## config.mk

```make
export PLATFORM = sky130hd
export DESIGN_NAME = axil_ctrl_master
export DESIGN_NICKNAME = d
export VERILOG_FILES = /design/src/rtl/axil_ctrl_master.sv
export SDC_FILE = /design/constraint.sdc
export NUM_CORES = 1
export LEC_CHECK = 0
export CAP_MARGIN = 25
export CELL_PAD_IN_SITES_DETAIL_PLACEMENT = 2
export CELL_PAD_IN_SITES_GLOBAL_PLACEMENT = 2
export CORE_ASPECT_RATIO = 0.7
export CORE_MARGIN = 8
export CORE_UTILIZATION = 20
export DETAILED_ROUTE_END_ITERATION = 8
export HOLD_SLACK_MARGIN = 0.05
export PLACE_DENSITY = 0.8
export SYNTH_ARGS = -nofsm -noshare
export SYNTH_HDL_FRONTEND = slang
export SYNTH_SLANG_ARGS = --single-unit
```

## constraint.sdc

```tcl
create_clock -name ap_clk -period 2.07 [get_ports ap_clk]
set_clock_uncertainty 0.15 [all_clocks]
set_input_delay 0.207 -clock ap_clk [delete_from_list [all_inputs] [get_ports ap_clk]]
set_output_delay 0.207 -clock ap_clk [all_outputs]
set_load 0.1 [all_outputs]
```

## src/rtl/axil_ctrl_master.sv

```systemverilog
// Command/response front end driving one AXI4-Lite master port, one transaction at a time.
// Optional response watchdog with late-response drain: define AXIL_CTRL_MASTER_TIMEOUT_EN.
module axil_ctrl_master #(
  parameter int TIMEOUT_CYCLES = 1024
) (
  input  logic        ap_clk,
  input  logic        ap_rst_n,
  input  logic        cmd_valid,
  output logic        cmd_ready,
  input  logic        cmd_write,
  input  logic [31:0] cmd_addr,
  input  logic [31:0] cmd_wdata,
  input  logic [3:0]  cmd_wstrb,
  output logic        rsp_valid,
  input  logic        rsp_ready,
  output logic        rsp_write,
  output logic [31:0] rsp_rdata,
  output logic [1:0]  rsp_resp,
  output logic        rsp_timeout,
  output logic [31:0] m_axi_ctrl_reg_awaddr,
  output logic [2:0]  m_axi_ctrl_reg_awprot,
  output logic        m_axi_ctrl_reg_awvalid,
  input  logic        m_axi_ctrl_reg_awready,
  output logic [31:0] m_axi_ctrl_reg_wdata,
  output logic [3:0]  m_axi_ctrl_reg_wstrb,
  output logic        m_axi_ctrl_reg_wvalid,
  input  logic        m_axi_ctrl_reg_wready,
  input  logic [1:0]  m_axi_ctrl_reg_bresp,
  input  logic        m_axi_ctrl_reg_bvalid,
  output logic        m_axi_ctrl_reg_bready,
  output logic [31:0] m_axi_ctrl_reg_araddr,
  output logic [2:0]  m_axi_ctrl_reg_arprot,
  output logic        m_axi_ctrl_reg_arvalid,
  input  logic        m_axi_ctrl_reg_arready,
  input  logic [31:0] m_axi_ctrl_reg_rdata,
  input  logic [1:0]  m_axi_ctrl_reg_rresp,
  input  logic        m_axi_ctrl_reg_rvalid,
  output logic        m_axi_ctrl_reg_rready
);

  typedef enum logic [2:0] {
    IDLE    = 3'd0,
    WR_REQ  = 3'd1,
    WR_RESP = 3'd2,
    RD_REQ  = 3'd3,
    RD_RESP = 3'd4,
    RSP     = 3'd5
  } state_t;

  state_t      state_r, state_next_s;
  logic [31:0] addr_r, wdata_r, rsp_rdata_r;
  logic [3:0]  wstrb_r;
  logic [1:0]  rsp_resp_r;
  logic        awvalid_r, wvalid_r, arvalid_r, cmd_ready_r, rsp_valid_r, rsp_write_r;
  logic        cmd_hs_s, b_hs_s, r_hs_s, rsp_hs_s, to_s, timeout_hit_s;
  logic        drain_wr_r, drain_rd_r, drain_wr_next_s, drain_rd_next_s;

  if (TIMEOUT_CYCLES < 2 || TIMEOUT_CYCLES > 65535) begin : g_bad_timeout
    $error("axil_ctrl_master: TIMEOUT_CYCLES must be within 2..65535");
  end

  assign cmd_ready              = cmd_ready_r;
  assign rsp_valid              = rsp_valid_r;
  assign rsp_write              = rsp_write_r;
  assign rsp_rdata              = rsp_rdata_r;
  assign rsp_resp               = rsp_resp_r;
  assign m_axi_ctrl_reg_awaddr  = addr_r;
  assign m_axi_ctrl_reg_araddr  = addr_r;
  assign m_axi_ctrl_reg_awprot  = 3'b000;
  assign m_axi_ctrl_reg_arprot  = 3'b000;
  assign m_axi_ctrl_reg_awvalid = awvalid_r;
  assign m_axi_ctrl_reg_wvalid  = wvalid_r;
  assign m_axi_ctrl_reg_arvalid = arvalid_r;
  assign m_axi_ctrl_reg_wdata   = wdata_r;
  assign m_axi_ctrl_reg_wstrb   = wstrb_r;
  // A pending drain keeps the response channel open after the FSM has left it.
  assign m_axi_ctrl_reg_bready  = (state_r == WR_RESP) || drain_wr_r;
  assign m_axi_ctrl_reg_rready  = (state_r == RD_RESP) || drain_rd_r;

  assign cmd_hs_s = cmd_valid && cmd_ready_r;
  assign b_hs_s   = m_axi_ctrl_reg_bvalid && m_axi_ctrl_reg_bready;
  assign r_hs_s   = m_axi_ctrl_reg_rvalid && m_axi_ctrl_reg_rready;
  assign rsp_hs_s = ((state_r == WR_RESP) && b_hs_s) || ((state_r == RD_RESP) && r_hs_s);
  assign to_s     = ((state_r == WR_RESP) || (state_r == RD_RESP)) && !rsp_hs_s && timeout_hit_s;

`ifdef AXIL_CTRL_MASTER_TIMEOUT_EN
  logic [15:0] cnt_r;
  logic        rsp_timeout_r;

  assign timeout_hit_s = (cnt_r == 16'(TIMEOUT_CYCLES - 1));
  assign rsp_timeout   = rsp_timeout_r;

  always_ff @(posedge ap_clk) begin
    if (!ap_rst_n) begin
      cnt_r <= 16'd0;
    end else if ((state_r == WR_RESP) || (state_r == RD_RESP)) begin
      cnt_r <= cnt_r + 16'd1;
    end else begin
      cnt_r <= 16'd0;
    end
  end

  always_ff @(posedge ap_clk) begin
    if (!ap_rst_n) begin
      rsp_timeout_r <= 1'b0;
      drain_wr_r    <= 1'b0;
      drain_rd_r    <= 1'b0;
    end else begin
      drain_wr_r <= drain_wr_next_s;
      drain_rd_r <= drain_rd_next_s;
      if (to_s) begin
        rsp_timeout_r <= 1'b1;
      end else if (rsp_hs_s) begin
        rsp_timeout_r <= 1'b0;
      end
    end
  end

  // A timed-out channel swallows exactly one late response before new commands are taken.
  always_comb begin
    drain_wr_next_s = drain_wr_r;
    drain_rd_next_s = drain_rd_r;
    if (to_s && (state_r == WR_RESP)) begin
      drain_wr_next_s = 1'b1;
    end else if (drain_wr_r && b_hs_s) begin
      drain_wr_next_s = 1'b0;
    end else begin
      drain_wr_next_s = drain_wr_r;
    end
    if (to_s && (state_r == RD_RESP)) begin
      drain_rd_next_s = 1'b1;
    end else if (drain_rd_r && r_hs_s) begin
      drain_rd_next_s = 1'b0;
    end else begin
      drain_rd_next_s = drain_rd_r;
    end
  end
`else
  assign timeout_hit_s   = 1'b0;
  assign rsp_timeout     = 1'b0;
  assign drain_wr_r      = 1'b0;
  assign drain_rd_r      = 1'b0;
  assign drain_wr_next_s = 1'b0;
  assign drain_rd_next_s = 1'b0;
`endif

  always_comb begin
    state_next_s = state_r;
    case (state_r)
      IDLE: begin
        if (cmd_hs_s) begin
          state_next_s = cmd_write ? WR_REQ : RD_REQ;
        end else begin
          state_next_s = IDLE;
        end
      end
      WR_REQ: begin
        // AW and W may complete in either order or together.
        if ((!awvalid_r || m_axi_ctrl_reg_awready) && (!wvalid_r || m_axi_ctrl_reg_wready)) begin
          state_next_s = WR_RESP;
        end else begin
          state_next_s = WR_REQ;
        end
      end
      RD_REQ: begin
        if (m_axi_ctrl_reg_arready) begin
          state_next_s = RD_RESP;
        end else begin
          state_next_s = RD_REQ;
        end
      end
      WR_RESP, RD_RESP: begin
        if (rsp_hs_s || to_s) begin
          state_next_s = RSP;
        end else begin
          state_next_s = state_r;
        end
      end
      RSP: begin
        if (rsp_ready) begin
          state_next_s = IDLE;
        end else begin
          state_next_s = RSP;
        end
      end
      default: state_next_s = IDLE;
    endcase
  end

  always_ff @(posedge ap_clk) begin
    if (!ap_rst_n) begin
      state_r     <= IDLE;
      cmd_ready_r <= 1'b0;
      addr_r      <= 32'd0;
      wdata_r     <= 32'd0;
      wstrb_r     <= 4'd0;
      awvalid_r   <= 1'b0;
      wvalid_r    <= 1'b0;
      arvalid_r   <= 1'b0;
      rsp_valid_r <= 1'b0;
      rsp_write_r <= 1'b0;
      rsp_resp_r  <= 2'b00;
      rsp_rdata_r <= 32'd0;
    end else begin
      state_r     <= state_next_s;
      cmd_ready_r <= (state_next_s == IDLE) && !drain_wr_next_s && !drain_rd_next_s;
      if (cmd_hs_s) begin
        addr_r    <= cmd_addr;
        wdata_r   <= cmd_wdata;
        wstrb_r   <= cmd_wstrb;
        awvalid_r <= cmd_write;
        wvalid_r  <= cmd_write;
        arvalid_r <= !cmd_write;
      end else begin
        if (m_axi_ctrl_reg_awready) awvalid_r <= 1'b0;
        if (m_axi_ctrl_reg_wready)  wvalid_r  <= 1'b0;
        if (m_axi_ctrl_reg_arready) arvalid_r <= 1'b0;
      end
      if (rsp_hs_s) begin
        rsp_valid_r <= 1'b1;
        rsp_write_r <= (state_r == WR_RESP);
        rsp_resp_r  <= (state_r == WR_RESP) ? m_axi_ctrl_reg_bresp : m_axi_ctrl_reg_rresp;
        rsp_rdata_r <= (state_r == WR_RESP) ? 32'd0 : m_axi_ctrl_reg_rdata;
      end else if (to_s) begin
        rsp_valid_r <= 1'b1;
        rsp_write_r <= (state_r == WR_RESP);
        rsp_resp_r  <= 2'b10;
        rsp_rdata_r <= 32'd0;
      end else if ((state_r == RSP) && rsp_ready) begin
        rsp_valid_r <= 1'b0;
      end
    end
  end

endmodule

```

# Yosys cells after proc, flatten, opt, wreduce, memory -nomap -nowiden
# Index checks and enable logic that the tools add are counted.
op_classes:
  eq_ne: 5
  mux: 17
  n_reduce_logical: 20
ops:
  columns: ["cell", "n"]
  rows:
  - ["$mux 32", 1]
  - ["$pmux 3 s5", 1]
  - ["$mux 3", 4]
  - ["$mux 1", 8]
  - ["$reduce_bool 2->1", 4]
  - ["$logic_and 1x1->1", 7]
  - ["$eq 3x2->1 const B", 2]
  - ["$eq 3x3->1 const B", 2]
  - ["$logic_not 3->1", 2]
  - ["$mux 2", 3]
  - ["$eq 3x1->1 const B", 1]
  - ["$logic_not 1->1", 3]
  - ["$logic_or 1x1->1", 3]
  - ["$reduce_or 2->1", 1]
totals:
  reg_bits: 111
  elab_cells: 54

# Logic depth before layout (Yosys ltp)
# Gate-level depths: netlist of run 1.
logic_depth:
  word_depth: 7
  mapped_depth: 7
  mapped_depth_nobuf: 4

# Worst setup path after synthesis of run 1
# OpenSTA, ideal clock, no wires.
synth_path:
  path_kind: "reg2reg"
  from: "reg state_r[2]"
  to: "reg rsp_resp_r[0] (netlist: rsp_resp[0])"
  setup_time_ps: 70
  t_arrival_ps: 2339
  path_slack_ps: -489
  path_stages_with_launch: 6
  path_cell_list: "dfxtp_1 buf_2 nor3b_2 mux2i_1 or2_1 a21boi_1"
synth_between:
  elab_chain_len: 4
  word_cells_on_any_way: 8
  classes_between: "2 x eq/ne; 1 x mux; 5 x reduce/logical"
synth_rtl:
  columns: ["element", "line_no", "text"]
  rows:
  - ["start: declaration", "50", "state_t state_r, state_next_s;"]
  - ["start signal: assignment", "205", "state_r <= state_next_s;"]
  - ["$eq 3x2->1 *", "77", "assign m_axi_ctrl_reg_bready = (state_r == WR_RESP) || drain_wr_r;"]
  - ["net m_axi_ctrl_reg_bready", "30", "output logic m_axi_ctrl_reg_bready,"]
  - ["$logic_and 1x1->1", "81", "assign b_hs_s = m_axi_ctrl_reg_bvalid && m_axi_ctrl_reg_bready;"]
  - ["$logic_and 1x1->1", "83", "assign rsp_hs_s = ((state_r == WR_RESP) && b_hs_s) || ((state_r == RD_RESP) && r_hs_s);"]
  - ["$logic_or 1x1->1", "83", null]
  - ["end signal: assignment", "222", "rsp_resp_r <= (state_r == WR_RESP) ? m_axi_ctrl_reg_bresp : m_axi_ctrl_reg_rresp;"]
  - ["end: declaration", "53", "logic [1:0] rsp_resp_r;"]
# The timed path passes the listed nets; every way through them passes the cells marked *.
# A chain may end at the register's enable or synchronous reset.

# Worst setup path after layout of run 1
layout_path:
  from: "reg state_r[0]"
  to: "out m_axi_ctrl_reg_bready"
layout_between:
  elab_chain_len: 1
layout_rtl:
  columns: ["element", "line_no"]
  rows:
  - ["$eq 3x2->1", "77"]
  - ["end: declaration", "30"]
# No other way between the ends.

==> results of run 1 <==
[routing by layer]
layer | routed length [um] | part of all wire [%] | vias to the layer above
met5 | 0 | 0 | -
met4 | 301 | 1.7 | 0
met3 | 1730 | 9.6 | 16
met2 | 8500 | 47 | 143
met1 | 7450 | 41 | 2031
li1 | - | - | 2054
[cells by family after synthesis]
kind of cell           after synthesis
AOI/OAI and AO/OA                  117
buffers and inverters               76
DFF                                111
muxes                                3
other                                1
and+or+nand+nor                    200
[worst max-delay path, stage by stage, from the launching register on]
cell and delay (ns):
sky130_fd_sc_hd__dfxtp_1 0.41, sky130_fd_sc_hd__buf_4 0.22, sky130_fd_sc_hd__nor3b_4 0.33, sky130_fd_sc_hd__buf_12 0.22
[worst paths after layout]
| kind | start | end | slack [ns] |
|---|---|---|---|
| setup reg to reg | state_r[2] | cmd_ready | 0.26 |
| hold / removal | cmd_addr[28] | m_axi_ctrl_reg_araddr[28] | 0.25 |
| hold reg to reg | rsp_resp[0] | rsp_resp[0] | 0.31 |
| setup / recovery | state_r[0] | m_axi_ctrl_reg_bready | 0.16 |
[stage by stage]
stage | instances | hold WS [ns] | setup slack (ns) | TNS (ns) | util (%)
floorplan | 514 | 0.202 | -0.000985 | -0.000985 | -
finish | 1014 | 0.250 | 0.165 | 0 | 31.8
global route | 1014 | 0.257 | 0.0947 | 0 | 31.8
global placement | 995 | 0.292 | 0.138 | 0 | 30.5
CTS | 1012 | 0.229 | 0.0242 | 0 | 31.8
detailed placement | 995 | 0.302 | 0.135 | 0 | 30.5
[registers in the layout, summed over array words and instances, names as in the netlist]
| signal | flops |
|---|---|
| m_axi_ctrl_reg_wdata | 32 |
| state_r | 3 |
| rsp_rdata | 32 |
| rsp_resp | 2 |
| cmd_ready | 1 |
| m_axi_ctrl_reg_araddr | 32 |
| m_axi_ctrl_reg_wstrb | 4 |
| m_axi_ctrl_reg_awvalid | 1 |
| rsp_write | 1 |
| m_axi_ctrl_reg_arvalid | 1 |
| m_axi_ctrl_reg_wvalid | 1 |
| rsp_valid | 1 |
[power breakdown]
| part | switching, mW | internal [mW] |
|---|---|---|
| Clock | 0.883 | 0.870 |
| Combinational | 2.89 | 0.877 |
| Sequential | 0.163 | 2.36 |
[layout make-up]
cell class	count	area (sq um)	share of cell area, %
repair buffers	271	2380	33.4
flip-flops and latches	111	2220	31.2
well taps	288	360	5.06
clock inverters	6	48.8	0.685
multi-input cells	327	1870	26.3
clock buffers	10	239	3.35
diodes	1	2.50	0.0351
[cell usage after synthesis (2+ instances only)]
cell type                  count  area (sq um)
sky130_fd_sc_hd__a22oi_1      32           240
sky130_fd_sc_hd__buf_4        39           293
sky130_fd_sc_hd__nor2_1        4          15.0
sky130_fd_sc_hd__buf_6         2          22.5
sky130_fd_sc_hd__nor3b_1       2          15.0
sky130_fd_sc_hd__mux2i_1       3          30.0
sky130_fd_sc_hd__clkbuf_1     27           101
sky130_fd_sc_hd__o21ai_0       2          10.0
sky130_fd_sc_hd__buf_2         8          40.0
sky130_fd_sc_hd__nand2_1     144           541
sky130_fd_sc_hd__a21boi_0     71           533
sky130_fd_sc_hd__and2_1        2          12.5
sky130_fd_sc_hd__nor2b_1      35           219
sky130_fd_sc_hd__o31a_1        2          17.5
sky130_fd_sc_hd__or4b_1        2          20.0
sky130_fd_sc_hd__nand3b_1      3          22.5
sky130_fd_sc_hd__dfxtp_1     111          2220
sky130_fd_sc_hd__o21a_1        2          15.0
sky130_fd_sc_hd__a21boi_1      2          15.0
sky130_fd_sc_hd__nor3b_2       2          25.0
sky130_fd_sc_hd__a21oi_1       3          15.0
[what timing repair did]
item / CTS / global route
resized for setup: 0 / 0
setup buffers: 0 / 1
setup endpoints to repair: 0 / 1
hold buffers: 1 / 0
endpoints found under the hold margin: 1 / 0
==> impl_metrics.sql, run 1 <==
INSERT INTO impl_metrics (metric_group, metric, value, unit) VALUES
('global_route', 'groute.layer.met2.usage', '20.3', '%'),
('global_route', 'grtUsageMet1', '14.2', '%'),
('synth', 'post_synth_inst_count', '508', ''),
('cts', 'cts-htree-levels', '3', ''),
('cells_and_area', 'design_area', '0.00713', 'sq mm'),
('global_route', 'antenna_found_initial', '1', ''),
('floorplanning', 'core_area', '0.0224', 'sq mm'),
('drt', 'dr.first_iter.drc_count', '79', ''),
('global_route', 'grt_pass1_wl', '27100', 'um'),
('floorplanning', 'pin_count', '263', ''),
('drt', 'antenna_violating_nets_post_route', '0', ''),
('worst_setup_path', 'timing.critical_path.fanout_max', '9', ''),
('power', 'cellLeakagePower', '2.80', 'nW'),
('global_route', 'number_of_global_route_vias_before_repair', '4652', ''),
('placement', 'dp_hpwl', '13900', 'um'),
('min_path', 'hold_class', 'input port to flip-flop', ''),
('cells_and_area', 'commonest_non_fill_non_tap_cells_in_the_layout', '152 x sky130_fd_sc_hd__buf_4, 143 x sky130_fd_sc_hd__nand2_1, 112 x sky130_fd_sc_hd__clkdlybuf4s50_1, 109 x sky130_fd_sc_hd__dfxtp_1, 71 x sky130_fd_sc_hd__a21boi_0', ''),
('global_route', 'grt.overflow.total', '0', ''),
('synth', 'synthMuxAreaShare', '0.666', '%'),
('synth', 'ys_dominant_reg_cell', 'sky130_fd_sc_hd__dfxtp_1', ''),
('synth', 'synth_simple_gate_area_share', '20.5', '%'),
('outcome', 'run_status', 'finished, final reports clean', ''),
('cells_and_area', 'finish.net_count', '834', ''),
('synth', 'ys_async_rst_share', '0', '%'),
('worst_setup_path', 'r2r.worst_path.cells', '5', ''),
('synth', 'synth.cell_area', '0.00451', 'sq mm'),
('floorplanning', 'die_height', '142', 'um'),
('floorplanning', 'placementRows', '46', ''),
('global_route', 'grt_start_max_net_pins', '53', ''),
('cts', 'ctsRootBufferMaster', 'sky130_fd_sc_hd__clkbuf_16', ''),
('synth', 'ys_seq_elements', '111', ''),
('drt', 'drtPass1Iterations', '4', ''),
('drt', 'route.final.wire_length', '18000', 'um'),
('synth', 'synth-seq-area-share', '49.3', '%'),
('worst_setup_path', 'setup.worst_path.class', 'flip-flop to output port', ''),
('synth', 'number_of_warnings_issued_by_yosys', '0', ''),
('drt', 'wl_per_cell', '17.7', 'um'),
('cts', 'clk-insertion-delay-late', '0.36', 'ns'),
('global_route', 'global_route_layer_with_the_greatest_usage', 'met2', ''),
('drt', 'via_count', '4244', ''),
('synth', 'synth_xor_xnor_area_share', '0', '%'),
('floorplanning', 'start_util', '20.2', '%'),
('run', 'maxCapViolCount', '0', ''),
('synth', 'number_of_enable_flip_flop_cells_after_synthesis', '0', ''),
('worst_setup_path', 'start_kind', 'flip-flop', ''),
('synth', 'synth_compound_area_share', '19.4', '%'),
('power', 'power', '8.04', 'mW'),
('timing', 'report.final.hold_viol_count', '0', ''),
('cts', 'cts_tree', 'yes', ''),
('cts', 'clkSlewWorstSetupHoldPaths', '0.08', 'ns'),
('power', 'irDropWorstVdd', '0.498', 'mV'),
('timing', 'period_share', '92.0', '%'),
('worst_setup_path', 'critical_path_capture_point_type', 'output port', ''),
('power', 'pwr_density_cell', '1130', 'mW/mm^2'),
('floorplanning', 'die-area', '0.0277', 'sq mm'),
('cells_and_area', 'fill_cells', '2532', ''),
('global_route', 'grtUsageTotal', '12.6', '%'),
('synth', 'post_synth_fa_ha_maj_area_fraction', '0', '%'),
('synth', 'combinational_family_with_the_most_area_after_synthesis', 'simple AND/OR/NAND/NOR gates', ''),
('cts', 'clk_path_buf_depth', '2', ''),
('drt', 'drc', '0', ''),
('synth', 'synth.lib_cells_used.distinct', '31', ''),
('cts', 'clock-sinks', '111', ''),
('timing', 'post_layout_min_period', '1.91', 'ns'),
('timing', 'slew_violations', '0', ''),
('worst_setup_path', 'required', '1.71', 'ns'),
('timing', 'max_clock_freq', '525', 'MHz'),
('timing', 'rsz0062_at_grt', 'no', ''),
('cells_and_area', 'area_delta_synth_final', '58.0', '%'),
('placement', 'place.port_buffers', '255', ''),
('timing', 'timing.final.setup_violations', '0', ''),
('drt', 'detail_route.vias_per_cell', '4.19', ''),
('floorplanning', 'die-width', '196', 'um'),
('placement', 'place_area', '0.00682', 'sq mm'),
('placement', 'place_congestion', '0.729', ''),
('cells_and_area', 'leading_cell_type_in_the_layout_fill_and_taps_excluded', 'sky130_fd_sc_hd__buf_4', ''),
('cts', 'tritoncts.num_buffers', '9', ''),
('worst_setup_path', 'endpoint_arrival_time_on_the_critical_path', '1.55', 'ns'),
('min_path', 'hold_path_depth', '3', ''),
('cells_and_area', 'drive_above_1_share', '25.5', '%'),
('global_route', 'globalRouteMet3Util', '6.46', '%'),
('synth', 'post_synthesis_area_per_instance', '8.88', 'sq um');
(Power assumes the default switching activity.)
==> inputs of run 2 (changes only) <==
--- a/config.mk
+++ b/config.mk
@@ -14,6 +14,7 @@
 export DETAILED_ROUTE_END_ITERATION = 8
 export HOLD_SLACK_MARGIN = 0.05
 export PLACE_DENSITY = 0.8
+export SLEW_MARGIN = 20
 export SYNTH_ARGS = -nofsm -noshare
 export SYNTH_HDL_FRONTEND = slang
 export SYNTH_SLANG_ARGS = --single-unit
==> constraint.sdc (replaced) <==
create_clock -name ap_clk -period 2 [get_ports ap_clk]
set_clock_uncertainty 0.15 [all_clocks]
set_input_delay 0.2 -clock ap_clk [delete_from_list [all_inputs] [get_ports ap_clk]]
set_output_delay 0.2 -clock ap_clk [all_outputs]
set_load 0.1 [all_outputs]
==> impl_metrics.sql, run 2 (synthesis gave the netlist of run 1 again) <==
INSERT INTO impl_metrics (metric_group, metric, value, unit) VALUES
('power', 'irDropWorstVdd', '0.526', 'mV'),
('floorplanning', 'pin_count', '263', ''),
('placement', 'place.port_buffers', '255', ''),
('drt', 'drc', '0', ''),
('cts', 'clock-sinks', '111', ''),
('timing', 'period_share', '92.2', '%'),
('timing', 'sum_of_negative_setup_slack', '0', 'ns'),
('cts', 'ctsResizeCount', '0', ''),
('cts', 'tritoncts.num_buffers', '9', ''),
('drt', 'drtPass1Iterations', '4', ''),
('cts', 'clk-insertion-delay-late', '0.36', 'ns'),
('power', 'pwr_density_cell', '1180', 'mW/mm^2'),
('cts', 'clkSlewWorstSetupHoldPaths', '0.08', 'ns'),
('cts', 'cts-htree-levels', '3', ''),
('timing', 'report.final.hold_viol_count', '0', ''),
('cts', 'ctsRootBufferMaster', 'sky130_fd_sc_hd__clkbuf_16', ''),
('cells_and_area', 'area_delta_synth_final', '58.6', '%'),
('cells_and_area', 'leading_cell_type_in_the_layout_fill_and_taps_excluded', 'sky130_fd_sc_hd__buf_4', ''),
('drt', 'via_count', '4281', ''),
('timing', 'timing.final.setup_violations', '0', ''),
('cells_and_area', 'drive_above_1_share', '25.2', '%'),
('min_path', 'hold_class', 'input port to flip-flop', ''),
('worst_setup_path', 'start_kind', 'flip-flop', ''),
('global_route', 'grtUsageTotal', '13.0', '%'),
('drt', 'route.final.wire_length', '18100', 'um'),
('floorplanning', 'die-width', '196', 'um'),
('global_route', 'antenna_found_initial', '1', ''),
('cts', 'clk_path_buf_depth', '2', ''),
('floorplanning', 'placementRows', '46', ''),
('floorplanning', 'die_height', '142', 'um'),
('worst_setup_path', 'required', '1.65', 'ns'),
('cts', 'cts_tree', 'yes', ''),
('drt', 'dr.first_iter.drc_count', '144', ''),
('placement', 'dp_hpwl', '13800', 'um'),
('drt', 'wl_per_cell', '17.9', 'um'),
('worst_setup_path', 'setup.worst_path.class', 'flip-flop to output port', ''),
('timing', 'post_layout_min_period', '1.84', 'ns'),
('worst_setup_path', 'critical_path_capture_point_type', 'output port', ''),
('cells_and_area', 'fill_cells', '2528', ''),
('global_route', 'grt_pass1_wl', '28000', 'um'),
('floorplanning', 'core_area', '0.0224', 'sq mm'),
('cells_and_area', 'finish.net_count', '832', ''),
('drt', 'detail_route.vias_per_cell', '4.23', ''),
('cells_and_area', 'commonest_non_fill_non_tap_cells_in_the_layout', '148 x sky130_fd_sc_hd__buf_4, 143 x sky130_fd_sc_hd__nand2_1, 112 x sky130_fd_sc_hd__clkdlybuf4s50_1, 109 x sky130_fd_sc_hd__dfxtp_1, 71 x sky130_fd_sc_hd__a21boi_0', ''),
('drt', 'antenna_violating_nets_post_route', '0', ''),
('global_route', 'number_of_global_route_vias_before_repair', '4713', ''),
('placement', 'numPlacedInstances', '994', ''),
('placement', 'place_congestion', '0.708', ''),
('cells_and_area', 'final_cell_count_no_fill', '1011', ''),
('run', 'maxCapViolCount', '0', ''),
('power', 'cellLeakagePower', '2.79', 'nW'),
('floorplanning', 'start_util', '20.2', '%'),
('worst_setup_path', 'timing.critical_path.fanout_max', '9', ''),
('worst_setup_path', 'endpoint_arrival_time_on_the_critical_path', '1.49', 'ns'),
('global_route', 'grt_start_max_net_pins', '64', ''),
('timing', 'rsz0062_at_grt', 'no', ''),
('cells_and_area', 'diodes', '0', ''),
('floorplanning', 'die-area', '0.0277', 'sq mm'),
('timing', 'max_clock_freq', '542', 'MHz'),
('outcome', 'run_status', 'finished, final reports clean', ''),
('global_route', 'grt.overflow.total', '0', ''),
('timing', 'slew_violations', '0', '');
## run 2: cell types whose count changed in the layout (fill, tap and decap cells not counted)
cell and change:
sky130_fd_sc_hd__inv_6 -4, sky130_fd_sc_hd__clkinvlp_4 +2, sky130_fd_sc_hd__bufinv_16 +1, sky130_fd_sc_hd__clkbuf_1 +1, sky130_fd_sc_hd__clkinv_2 -1, sky130_fd_sc_hd__buf_12 +2, sky130_fd_sc_hd__buf_4 -4, sky130_fd_sc_hd__clkbuf_8 +1
sky130_fd_sc_hd__diode_2 -1
## run 2: report_power, final
group          switching (mW)  total [mW]  internal (mW)
Combinational            2.99        3.89          0.896
Sequential              0.171        2.61           2.44
Clock                   0.873        1.92           1.04
## run 2: timing repair
action | CTS | global route
endpoints found under the hold margin | 1 | 0
buffers inserted | 0 | 0
hold buffers | 1 | 0
## run 2: metal layers
metal  GRT usage [%]  routed length (um)  part of all wire [%]
met1            15.0                7660                    42
met4            3.22                 211                   1.2
met3            6.46                1640                   9.1
met2            21.2                8570                    47
met5               0                  13                 0.072
## run 2: layout make-up
cell class,instances,area (sq um),area share [%]
Clock inverter,4,53.8,0.752
Clock buffer,12,256,3.58
Timing Repair Buffer,269,2390,33.4
Tap cell,288,360,5.03
Multi-Input combinational cell,327,1870,26.2
Sequential cell,111,2220,31.1
## run 2: stage by stage
stage	hold WS (ns)	utilization (%)	cell area, sq um	worst slack [ns]	power (mW)
finish	0.244	32.0	7160	0.156	8.42
floorplan	0.195	-	4550	-0.0591	5.63
global route	0.238	32.0	7160	0.0407	8.81
global placement	0.295	30.5	6840	0.183	6.55
detailed placement	0.309	30.5	6840	0.103	6.60
CTS	0.219	32.0	7160	0.109	8.59
## run 2: critical path, cell delays in order (launching register included)
cell and delay (ns):
sky130_fd_sc_hd__dfxtp_2 0.43, sky130_fd_sc_hd__nor3b_4 0.46, sky130_fd_sc_hd__buf_12 0.24
## run 2: final timing paths
path / start / to / slack (ns) / cells past startpoint
setup / recovery: state_r[1] / m_axi_ctrl_reg_bready / 0.16 / 2
hold / removal: cmd_wdata[9] / m_axi_ctrl_reg_wdata[9] / 0.24 / 3
setup reg to reg: state_r[2] / rsp_rdata[11] / 0.19 / 5
hold reg to reg: rsp_resp[1] / rsp_resp[1] / 0.31 / 2
==> inputs of run 3 (changes only) <==
--- a/config.mk
+++ b/config.mk
@@ -18,3 +18,4 @@
 export SYNTH_ARGS = -nofsm -noshare
 export SYNTH_HDL_FRONTEND = slang
 export SYNTH_SLANG_ARGS = --single-unit
+export TNS_END_PERCENT = 50
==> results of run 3 <==
Same layout as run 2: the final DEF is identical, and so are final timing and power.
